`src/rtl/mux_8bits_arbiter.sv`:
```
// Two-source round-robin arbiter driving a shared 2:1 mux into a registered valid/ready stage.
// Latency: 1 cycle request-to-grant from IDLE, 1 cycle grant-to-out_data.
// Backpressure: out_valid && !out_ready holds the output register and suppresses all grants.
module mux_8bits_arbiter #(
  parameter int WIDTH     = 8,
  parameter int BURST_MAX = 4
) (
  input  logic             clk,
  input  logic             rst,
  input  logic             req_a,
  input  logic [WIDTH-1:0] data_a,
  input  logic             req_b,
  input  logic [WIDTH-1:0] data_b,
  output logic             gnt_a,
  output logic             gnt_b,
  output logic             sel,
  output logic             out_valid,
  input  logic             out_ready,
  output logic [WIDTH-1:0] out_data,
  output logic             out_src
);

  localparam int CW = $clog2(BURST_MAX + 1);

  typedef enum logic [1:0] {
    IDLE    = 2'd0,
    GRANT_A = 2'd1,
    GRANT_B = 2'd2
  } state_t;

  state_t        state, state_nxt;
  logic [CW-1:0] count, count_nxt;
  logic          prio, prio_nxt;
  logic          can_accept;
  logic          last_beat;

  // The output register can take a new beat when empty or being drained this cycle.
  assign can_accept = !out_valid || out_ready;
  assign sel        = (state == GRANT_B);
  assign gnt_a      = (state == GRANT_A) && req_a && can_accept;
  assign gnt_b      = (state == GRANT_B) && req_b && can_accept;
  // A grant in this cycle would complete the owner's burst allowance.
  assign last_beat  = (count == CW'(BURST_MAX - 1));

  // Next-state, burst counter and priority decisions.
  always_comb begin
    state_nxt = state;
    count_nxt = count;
    prio_nxt  = prio;
    case (state)
      IDLE: begin
        if (req_a && (!req_b || !prio)) begin
          state_nxt = GRANT_A;
        end else if (req_b) begin
          state_nxt = GRANT_B;
        end
      end
      GRANT_A: begin
        if (!req_a) begin
          // Owner released early: hand straight to B if it is waiting.
          state_nxt = req_b ? GRANT_B : IDLE;
          count_nxt = '0;
          prio_nxt  = 1'b1;
        end else if (gnt_a) begin
          if (last_beat) begin
            count_nxt = '0;
            if (req_b) begin
              state_nxt = GRANT_B;
              prio_nxt  = 1'b1;
            end
          end else begin
            count_nxt = count + CW'(1);
          end
        end
      end
      GRANT_B: begin
        if (!req_b) begin
          state_nxt = req_a ? GRANT_A : IDLE;
          count_nxt = '0;
          prio_nxt  = 1'b0;
        end else if (gnt_b) begin
          if (last_beat) begin
            count_nxt = '0;
            if (req_a) begin
              state_nxt = GRANT_A;
              prio_nxt  = 1'b0;
            end
          end else begin
            count_nxt = count + CW'(1);
          end
        end
      end
      default: begin
        state_nxt = IDLE;
        count_nxt = '0;
      end
    endcase
  end

  // Arbitration state register.
  always_ff @(posedge clk or posedge rst) begin
    if (rst) begin
      state <= IDLE;
      count <= '0;
      prio  <= 1'b0;
    end else begin
      state <= state_nxt;
      count <= count_nxt;
      prio  <= prio_nxt;
    end
  end

  // Output stage: capture the granted mux result, clear valid once drained.
  always_ff @(posedge clk or posedge rst) begin
    if (rst) begin
      out_valid <= 1'b0;
      out_data  <= '0;
      out_src   <= 1'b0;
    end else if (gnt_a || gnt_b) begin
      out_valid <= 1'b1;
      out_data  <= sel ? data_b : data_a;
      out_src   <= sel;
    end else if (out_ready) begin
      out_valid <= 1'b0;
    end
  end

endmodule

```
`config.mk`:
```
export PLATFORM = sky130hd
export DESIGN_NAME = mux_8bits_arbiter
export DESIGN_NICKNAME = d
export VERILOG_FILES = /design/src/rtl/mux_8bits_arbiter.sv
export SDC_FILE = /design/constraint.sdc
export NUM_CORES = 1
export LEC_CHECK = 0
export BUFFER_PORTS_ARGS = -buffer_cell sky130_fd_sc_hd__buf_2
export CAP_MARGIN = 20
export CELL_PAD_IN_SITES_DETAIL_PLACEMENT = 1
export CELL_PAD_IN_SITES_GLOBAL_PLACEMENT = 1
export CORE_ASPECT_RATIO = 0.75
export CORE_MARGIN = 2
export CORE_UTILIZATION = 40
export DETAILED_ROUTE_END_ITERATION = 6
export HOLD_SLACK_MARGIN = 0.12
export PLACE_DENSITY_LB_ADDON = 0.1
export SLEW_MARGIN = 20
export SYNTH_ARGS = -nofsm -noshare
export SYNTH_HDL_FRONTEND = slang
export SYNTH_SLANG_ARGS = --single-unit
```
`constraint.sdc`:
```
create_clock -name clk -period 3.1 [get_ports clk]
set_clock_uncertainty 0.15 [all_clocks]
set_input_delay 0.62 -clock clk [delete_from_list [all_inputs] [get_ports clk]]
set_output_delay 0.62 -clock clk [all_outputs]
set_load 0.1 [all_outputs]
```
==> flow_metrics.py, run 1 <==
metrics = {
    "grt": {
        "grt_max_degree": 19,
        "use_met1_pct": 22.5,
        "grt_pass1_wl_microns": 3590,
        "grt_most_used_layer": "met2",
        "grt-ovfl-total": 0,
        "grt_antenna_before_repair": 0,
        "grt_pass1_vias": 767,
        "track_usage_pct": 17.4,
        "globalRouteMet2Util_pct": 27.9,
        "grtUsageMet3_pct": 7.57,
    },
    "hold_path": {
        "hold_class": "primary input to async pin",
    },
    "setup_path": {
        "cp-start-kind": "register",
        "cp-startpoint": "state[0]",
        "rr_startpoint": "state[0]",
        "required_ns": 2.33,
        "r2r-end": "count[0]",
        "r2r_setup_slack_ns": 1.10,
        "worst-path-max-fanout": 14,
        "arrival_ns": 1.97,
        "critPathKind": "register to output port",
        "worstSetupEndpointType": "output port",
        "rr_worst_depth": 6,
        "critPathCapture": "gnt_b",
    },
    "job": {
        "maxCapViolCount": 0,
    },
    "yosys": {
        "syn_nets": 122,
        "synth-main-ff-cell": "dfrtp_1",
        "synth_edf_count": 0,
        "netlist_instances": 96,
        "syn-cell-area_sq_um": 1010,
        "postSynth.asyncResetShare_pct": 100,
        "ys_types": 31,
        "yosysSeqAreaShare_pct": 39.7,
        "ys_ff_latch": 16,
        "synth.avg_cell_area_sq_um": 10.5,
        "ys_warn_count": 0,
    },
    "clock_tree": {
        "clock_path_buffers": 2,
        "clkSlewWorstSetupHoldPaths_ns": 0.09,
        "cts_setup_buffers": 0,
        "cts_buffers": 3,
        "cts_tree": "done",
        "cts_root_buf": "clkbuf_4",
        "insertion_delay_ns": 0.29,
        "htreeDepth": 1,
        "cts_hold_buf": 0,
        "clock_sinks": 16,
        "cts_resized": 0,
    },
    "layout": {
        "final_layout_size_suffix_gt1_share_pct": 42.6,
        "syn2layout_area_growth_pct": 20.6,
        "fin_nets": 156,
        "diodes": 0,
        "nFillCells": 291,
    },
    "sta": {
        "max_freq_ghz": 0.365,
        "period_minus_slack_ns": 2.74,
        "tns_ns": 0,
        "grt_setup_unrepaired": "no",
        "post-route-period-util_pct": 88.4,
        "slew_headroom_pct": 60.0,
        "drv_slew": 0,
        "worst_slew_pin_slew_ns": 0.600,
        "hold_violations": 0,
        "finalSetupViolations": 0,
    },
    "detailed_routing": {
        "wl_per_cell_microns": 13.8,
        "num_vias": 811,
        "avgViaCountPerCell": 4.98,
        "ant_nets": 0,
        "wl_microns": 2250,
        "dr.pass1.iters": 2,
        "drt_iter0_drc": 11,
        "drc": 0,
    },
    "floorplan": {
        "core_sq_um": 2350,
        "rows": 15,
        "start_util_pct": 43.0,
        "die_area_sq_um": 2950,
        "die_w_microns": 62.0,
        "die_y_microns": 47.5,
        "io_pins": 34,
    },
    "placed_design": {
        "place.gp.congestion": 0.814,
        "place_hpwl_microns": 1800,
        "port_buffers": 33,
    },
    "status": {
        "status": "complete, no violations",
    },
}
worst max-delay path, cell delays in order, from the launching register on:
cell     delay, ns
dfrtp_1       0.43
inv_1         0.13
ha_2          0.45
nand2_1       0.14
nor2_2        0.09
buf_2         0.42
kinds of logic after synthesis:
family	Yosys count	synth area share [%]
AO/OA/AOI/OAI	30	23.3
flip-flops	16	39.7
buffers and inverters	9	6.20
adder cells (fa/ha/maj)	5	6.20
AND/OR/NAND/NOR	27	15.7
multiplexers	9	8.92
routing by layer:
metal,share of wire (%),vias to the layer above
li1,-,402
met1,44,390
met2,51,19
met3,5.7,0
met4,0,0
met5,0,-
flip-flops by register name, indices dropped and copies added (netlist names):
name	count
out_data	8
count	3
state	2
out_src	1
out_valid	1
prio	1
placed cells by master (no fill, tap or decap):
| cell | n |
|---|---|
| clkbuf_8 | 1 |
| and2b_1 | 2 |
| nor2_8 | 1 |
| a22oi_1 | 1 |
| ha_2 | 1 |
| a21oi_2 | 9 |
| clkbuf_4 | 3 |
| nand3_1 | 1 |
| a31oi_1 | 1 |
| dfrtp_1 | 16 |
| ha_1 | 4 |
| o21a_1 | 1 |
| nand2_1 | 5 |
| nor2_2 | 2 |
| nor2_4 | 2 |
| nand2b_1 | 3 |
| o21bai_1 | 1 |
| nor2b_1 | 1 |
| nor3b_1 | 1 |
| a31o_4 | 1 |
| o21ai_0 | 7 |
| and2_2 | 1 |
| o22ai_1 | 2 |
| a21o_1 | 1 |
| a2bb2oi_1 | 1 |
| a21oi_1 | 3 |
| buf_2 | 33 |
| mux2i_1 | 9 |
| inv_1 | 5 |
| nor2_1 | 8 |
| a22oi_4 | 1 |
| a32o_1 | 1 |
final cells by class:
type                       instances  area (sq um)  share of cell area [%]
sequential                        16           400                    32.9
tap                               34          42.5                    3.49
timing repair buffer              33           165                    13.6
multi-input combinational         71           554                    45.5
clock buffer                       4          36.3                    2.98
inverter                           5          18.8                    1.54
synth_stat cells, types with 2 or more instances:
| cell | instances | area share [%] |
|---|---|---|
| dfrtp_1 | 16 | 40 |
| mux2i_1 | 9 | 8.9 |
| o21ai_0 | 7 | 3.5 |
| a21oi_2 | 9 | 7.8 |
| nor2_4 | 2 | 2.2 |
| inv_1 | 5 | 1.9 |
| o22ai_1 | 2 | 1.2 |
| nor2_1 | 10 | 3.7 |
| and2b_1 | 2 | 1.5 |
| nand2b_1 | 3 | 1.9 |
| nand2_1 | 5 | 1.9 |
| a21oi_1 | 3 | 1.5 |
| ha_1 | 5 | 6.2 |
through the flow:
| step | hold slack [ns] | worst slack (ns) | cell area, sq um | std cells | utilization [%] |
|---|---|---|---|---|---|
| 2_1_floorplan | 0.300 | 0.0837 | 1020 | 96 | - |
| 3_3_place_gp | 0.318 | 0.723 | 1180 | 159 | 50.3 |
| 3_5_place_dp | 0.330 | 0.662 | 1180 | 159 | 50.3 |
| 4_1_cts | 0.245 | 0.318 | 1220 | 163 | 51.9 |
| 5_1_grt | 0.293 | 0.221 | 1220 | 163 | 51.9 |
| 6_report | 0.230 | 0.359 | 1220 | 163 | 51.9 |
worst min path at each step:
stage | end | slack, ns | cells past startpoint
after floorplan | count[2] | 0.30 | 1
after global placement | count[2] | 0.32 | 1
after detailed placement | count[2] | 0.33 | 1
after CTS | out_data[1] | 0.25 | 2
after global routing | out_data[0] | 0.29 | 2
final | out_data[0] | 0.23 | 2
Power of run 1 is not shown: default switching activity piles up to over one toggle a cycle in this logic, so the estimate is an artifact.
==> run 2: changes to the inputs <==
- CORE_UTILIZATION: 40 -> 37
- clock period: 3.1 -> 2.69 ns (I/O delays scaled with it)
==> flow_metrics.py, run 2 (synthesized netlist as in run 1, its figures left out) <==
metrics = {
    "layout": {
        "fin_nets": 157,
        "syn2layout_area_growth_pct": 21.6,
        "largest_register": "out_data",
        "largest_reg_flops": 8,
        "diodes": 0,
        "final_cell_mix": "buf_2 (33), dfrtp_1 (16), mux2i_1 (9), a21oi_2 (9), nor2_1 (8)",
        "final_layout_size_suffix_gt1_share_pct": 43.1,
        "final_util_pct": 47.2,
        "top_regs": "out_data x8, count x3, state x2",
        "layout_commonest_cell": "buf_2",
    },
    "grt": {
        "track_usage_pct": 15.9,
        "grt_antenna_before_repair": 0,
        "grt_max_degree": 19,
        "grt_pass1_wl_microns": 3910,
        "grt-ovfl-total": 0,
        "grt_pass1_vias": 866,
    },
    "setup_path": {
        "slowest_stage": "dfrtp_1",
        "critPathTopFamily": "buffers and inverters",
        "arrival_ns": 1.75,
        "critPathKind": "register to output port",
        "crit_buf_inv": 2,
        "crit_chain": "inv_1 > ha_1 > nand2_1 > nor2_2 > buf_2",
        "worstSetupEndpointType": "output port",
        "worst-path-max-fanout": 6,
        "max_stage_delay_ns": 0.44,
        "required_ns": 2.00,
        "cp-start-kind": "register",
    },
    "clock_tree": {
        "cts_setup_buffers": 0,
        "clock_sinks": 16,
        "cts_root_buf": "clkbuf_4",
        "clkSlewWorstSetupHoldPaths_ns": 0.10,
        "cts_hold_buf": 0,
        "htreeDepth": 1,
        "clock_path_buffers": 2,
        "cts_tree": "done",
        "insertion_delay_ns": 0.28,
        "cts_resized": 0,
        "cts_buffers": 3,
    },
    "detailed_routing": {
        "drt_iter0_drc": 17,
        "dr.pass1.iters": 2,
        "drc": 0,
        "avgViaCountPerCell": 4.86,
        "ant_nets": 0,
        "num_vias": 806,
        "wl_microns": 2220,
        "wl_per_cell_microns": 13.4,
    },
    "floorplan": {
        "die_y_microns": 49.2,
        "io_pins": 34,
        "start_util_pct": 38.8,
        "core_sq_um": 2600,
        "die_area_sq_um": 3170,
        "rows": 16,
        "die_w_microns": 64.3,
    },
    "sta": {
        "grt_setup_unrepaired": "no",
        "finalSetupViolations": 0,
        "worst_slew_pin_slew_ns": 0.605,
        "slew_headroom_pct": 59.6,
        "post-route-period-util_pct": 90.5,
        "tns_ns": 0,
        "max_freq_ghz": 0.411,
        "drv_slew": 0,
        "period_minus_slack_ns": 2.43,
        "hold_violations": 0,
    },
    "hold_path": {
        "hold_class": "primary input to async pin",
    },
    "status": {
        "status": "complete, no violations",
    },
    "placed_design": {
        "port_buffers": 33,
        "place_hpwl_microns": 1720,
        "place.gp.congestion": 0.754,
    },
    "job": {
        "maxCapViolCount": 0,
    },
}
run 2: layout make-up:
class                           instances  area (sq um)
Sequential cell                        16           400
Fill cell                             317          1380
Clock buffer                            4          36.3
Timing Repair Buffer                   34           173
Multi-Input combinational cell         71           554
Inverter                                5          18.8
Tap cell                               36          45.0
run 2: metal layers:
layer  vias to the layer above  routed length (microns)  global-route usage, %
met2                        15                     1080                   27.6
met3                         2                      106                   6.24
met1                       385                     1010                   19.2
li1                        404                        -                      -
met4                         0                       13                   2.13
met5                         -                        0                      0
run 2: path summary, 6_finish.rpt:
check	start	slack (ns)	cells after the start	endpoint
min	rst	0.16	2	out_data[2]
max in group asynchronous	rst	1.84	2	out_data[5]
min in group clk	count[2]	0.35	1	count[2]
min reg2reg	count[2]	0.35	1	count[2]
max reg2reg	state[0]	0.73	7	count[0]
max	state[1]	0.26	5	gnt_a
run 2: metrics by stage:
stage / area, sq um / hold slack (ns) / setup slack (ns) / instances
after global placement: 1190 / 0.322 / 0.554 / 162
after CTS: 1230 / 0.181 / 0.222 / 166
after floorplan: 1020 / 0.300 / -0.244 / 96
after global routing: 1230 / 0.201 / 0.101 / 166
final: 1230 / 0.156 / 0.256 / 166
after detailed placement: 1190 / 0.333 / 0.527 / 162
run 2: worst reg2reg max path, cell delays in order, from the launching register on:
cell and delay (ns):
dfrtp_1 0.44, inv_1 0.13, ha_2 0.21, buf_4 0.24, a22oi_4 0.15, nor2_8 0.31
nand2_1 0.10, o21ai_0 0.14
Power of run 2 is left out for the same reason.
==> run 3: changes to the inputs <==
- CORE_MARGIN: 2 -> 4
- PLACE_DENSITY: not set -> 0.82
- PLACE_DENSITY_LB_ADDON: 0.1 -> not set
==> flow_metrics.py, run 3 (synthesized netlist as in run 1, its figures left out) <==
metrics = {
    "setup_path": {
        "rr_startpoint": "state[0]",
        "crit_buf_inv": 2,
        "worstSetupEndpointType": "output port",
        "required_ns": 2.00,
        "cp-startpoint": "state[1]",
        "arrival_ns": 1.78,
        "slowest_stage": "dfrtp_1",
        "critPathKind": "register to output port",
        "crit_chain": "inv_1 > ha_1 > nand2_1 > nor2_2 > buf_2",
        "worst-path-max-fanout": 6,
        "max_stage_delay_ns": 0.43,
        "cp-start-kind": "register",
        "critPathTopFamily": "buffers and inverters",
    },
    "grt": {
        "grt_pass1_vias": 828,
        "grt_max_degree": 19,
        "track_usage_pct": 14.1,
        "grt-ovfl-total": 0,
        "grt_pass1_wl_microns": 3730,
        "grt_antenna_before_repair": 0,
    },
    "status": {
        "status": "complete, no violations",
    },
    "layout": {
        "nFillCells": 311,
        "multi_input_area_sq_um": 554,
        "final_cell_mix": "buf_2 (33), dfrtp_1 (16), mux2i_1 (9), a21oi_2 (9), nor2_1 (8)",
        "final_layout_size_suffix_gt1_share_pct": 42.6,
        "largest_reg_flops": 8,
        "regArea_sq_um": 400,
        "final_util_pct": 46.6,
        "layout_commonest_cell": "buf_2",
        "diodes": 0,
        "fin_nets": 157,
        "syn2layout_area_growth_pct": 20.2,
        "largest_register": "out_data",
        "top_regs": "out_data x8, count x3, state x2",
    },
    "clock_tree": {
        "clock_sinks": 16,
        "cts_setup_buffers": 0,
        "clkSlewWorstSetupHoldPaths_ns": 0.08,
        "cts_root_buf": "clkbuf_4",
        "cts_resized": 0,
        "cts_buffers": 3,
        "cts_tree": "done",
        "cts_hold_buf": 0,
        "clock_path_buffers": 2,
        "insertion_delay_ns": 0.28,
        "htreeDepth": 1,
    },
    "placed_design": {
        "place_hpwl_microns": 2050,
        "port_buffers": 33,
        "dp_slack_ns": 0.519,
        "place.gp.congestion": 0.801,
    },
    "detailed_routing": {
        "num_vias": 828,
        "avgViaCountPerCell": 5.02,
        "drc": 0,
        "wl_microns": 2400,
        "met3_length_microns": 71,
        "ant_nets": 0,
        "wl_per_cell_microns": 14.6,
        "drt_iter0_drc": 23,
        "wl_met2_microns": 1300,
        "top_layer_used": "met4",
        "wl_met1_microns": 1000,
        "dr.pass1.iters": 4,
    },
    "hold_path": {
        "hold_class": "primary input to async pin",
    },
    "sta": {
        "finalSetupViolations": 0,
        "drv_slew": 0,
        "period_minus_slack_ns": 2.47,
        "setup_slack_ns": 0.222,
        "hold_violations": 0,
        "max_freq_ghz": 0.405,
        "post-route-period-util_pct": 91.8,
        "worst_slew_pin_slew_ns": 0.610,
        "slew_headroom_pct": 59.3,
        "grt_setup_unrepaired": "no",
    },
    "job": {
        "maxCapViolCount": 0,
    },
    "floorplan": {
        "rows": 16,
        "start_util_pct": 38.8,
        "die_y_microns": 53.2,
        "die_w_microns": 68.3,
        "core_sq_um": 2600,
        "io_pins": 34,
        "die_area_sq_um": 3640,
    },
}
[run 3: cell types whose count changed in the layout (fill, tap and decap cells not counted), sizes merged]
cell    before  now
clkbuf       4    3
[run 3: through the flow]
step	hold WS (ns)	instances	area, sq um	setup TNS, ns
floorplan	0.300	96	1020	-0.244
global placement	0.318	162	1190	0
detailed placement	0.344	162	1190	0
CTS	0.174	165	1210	0
global route	0.194	165	1210	0
finish	0.169	165	1210	0
[run 3: path summary, 6_finish.rpt]
| path | endpoint | slack [ns] | cells past startpoint |
|---|---|---|---|
| worst max-delay path | gnt_a | 0.22 | 5 |
| worst min-delay path | prio | 0.17 | 2 |
| worst max register to register | count[0] | 0.77 | 7 |
| worst min register to register | count[0] | 0.36 | 1 |
| max in group asynchronous | state[1] | 1.83 | 2 |
| min in group clk | count[0] | 0.36 | 1 |
[run 3: metal layers]
metal,vias up,GRT usage (%)
met1,405,15.5
met5,-,0
met4,0,4.95
met2,12,26.2
li1,409,-
met3,2,3.18
[run 3: area by class of cell]
type | count | area share, %
clock buffer | 3 | 1.86
inverter | 5 | 1.55
multi-input combinational | 71 | 45.7
sequential | 16 | 33.0
tap | 36 | 3.71
timing repair buffer | 34 | 14.2
Power of run 3 is left out for the same reason.
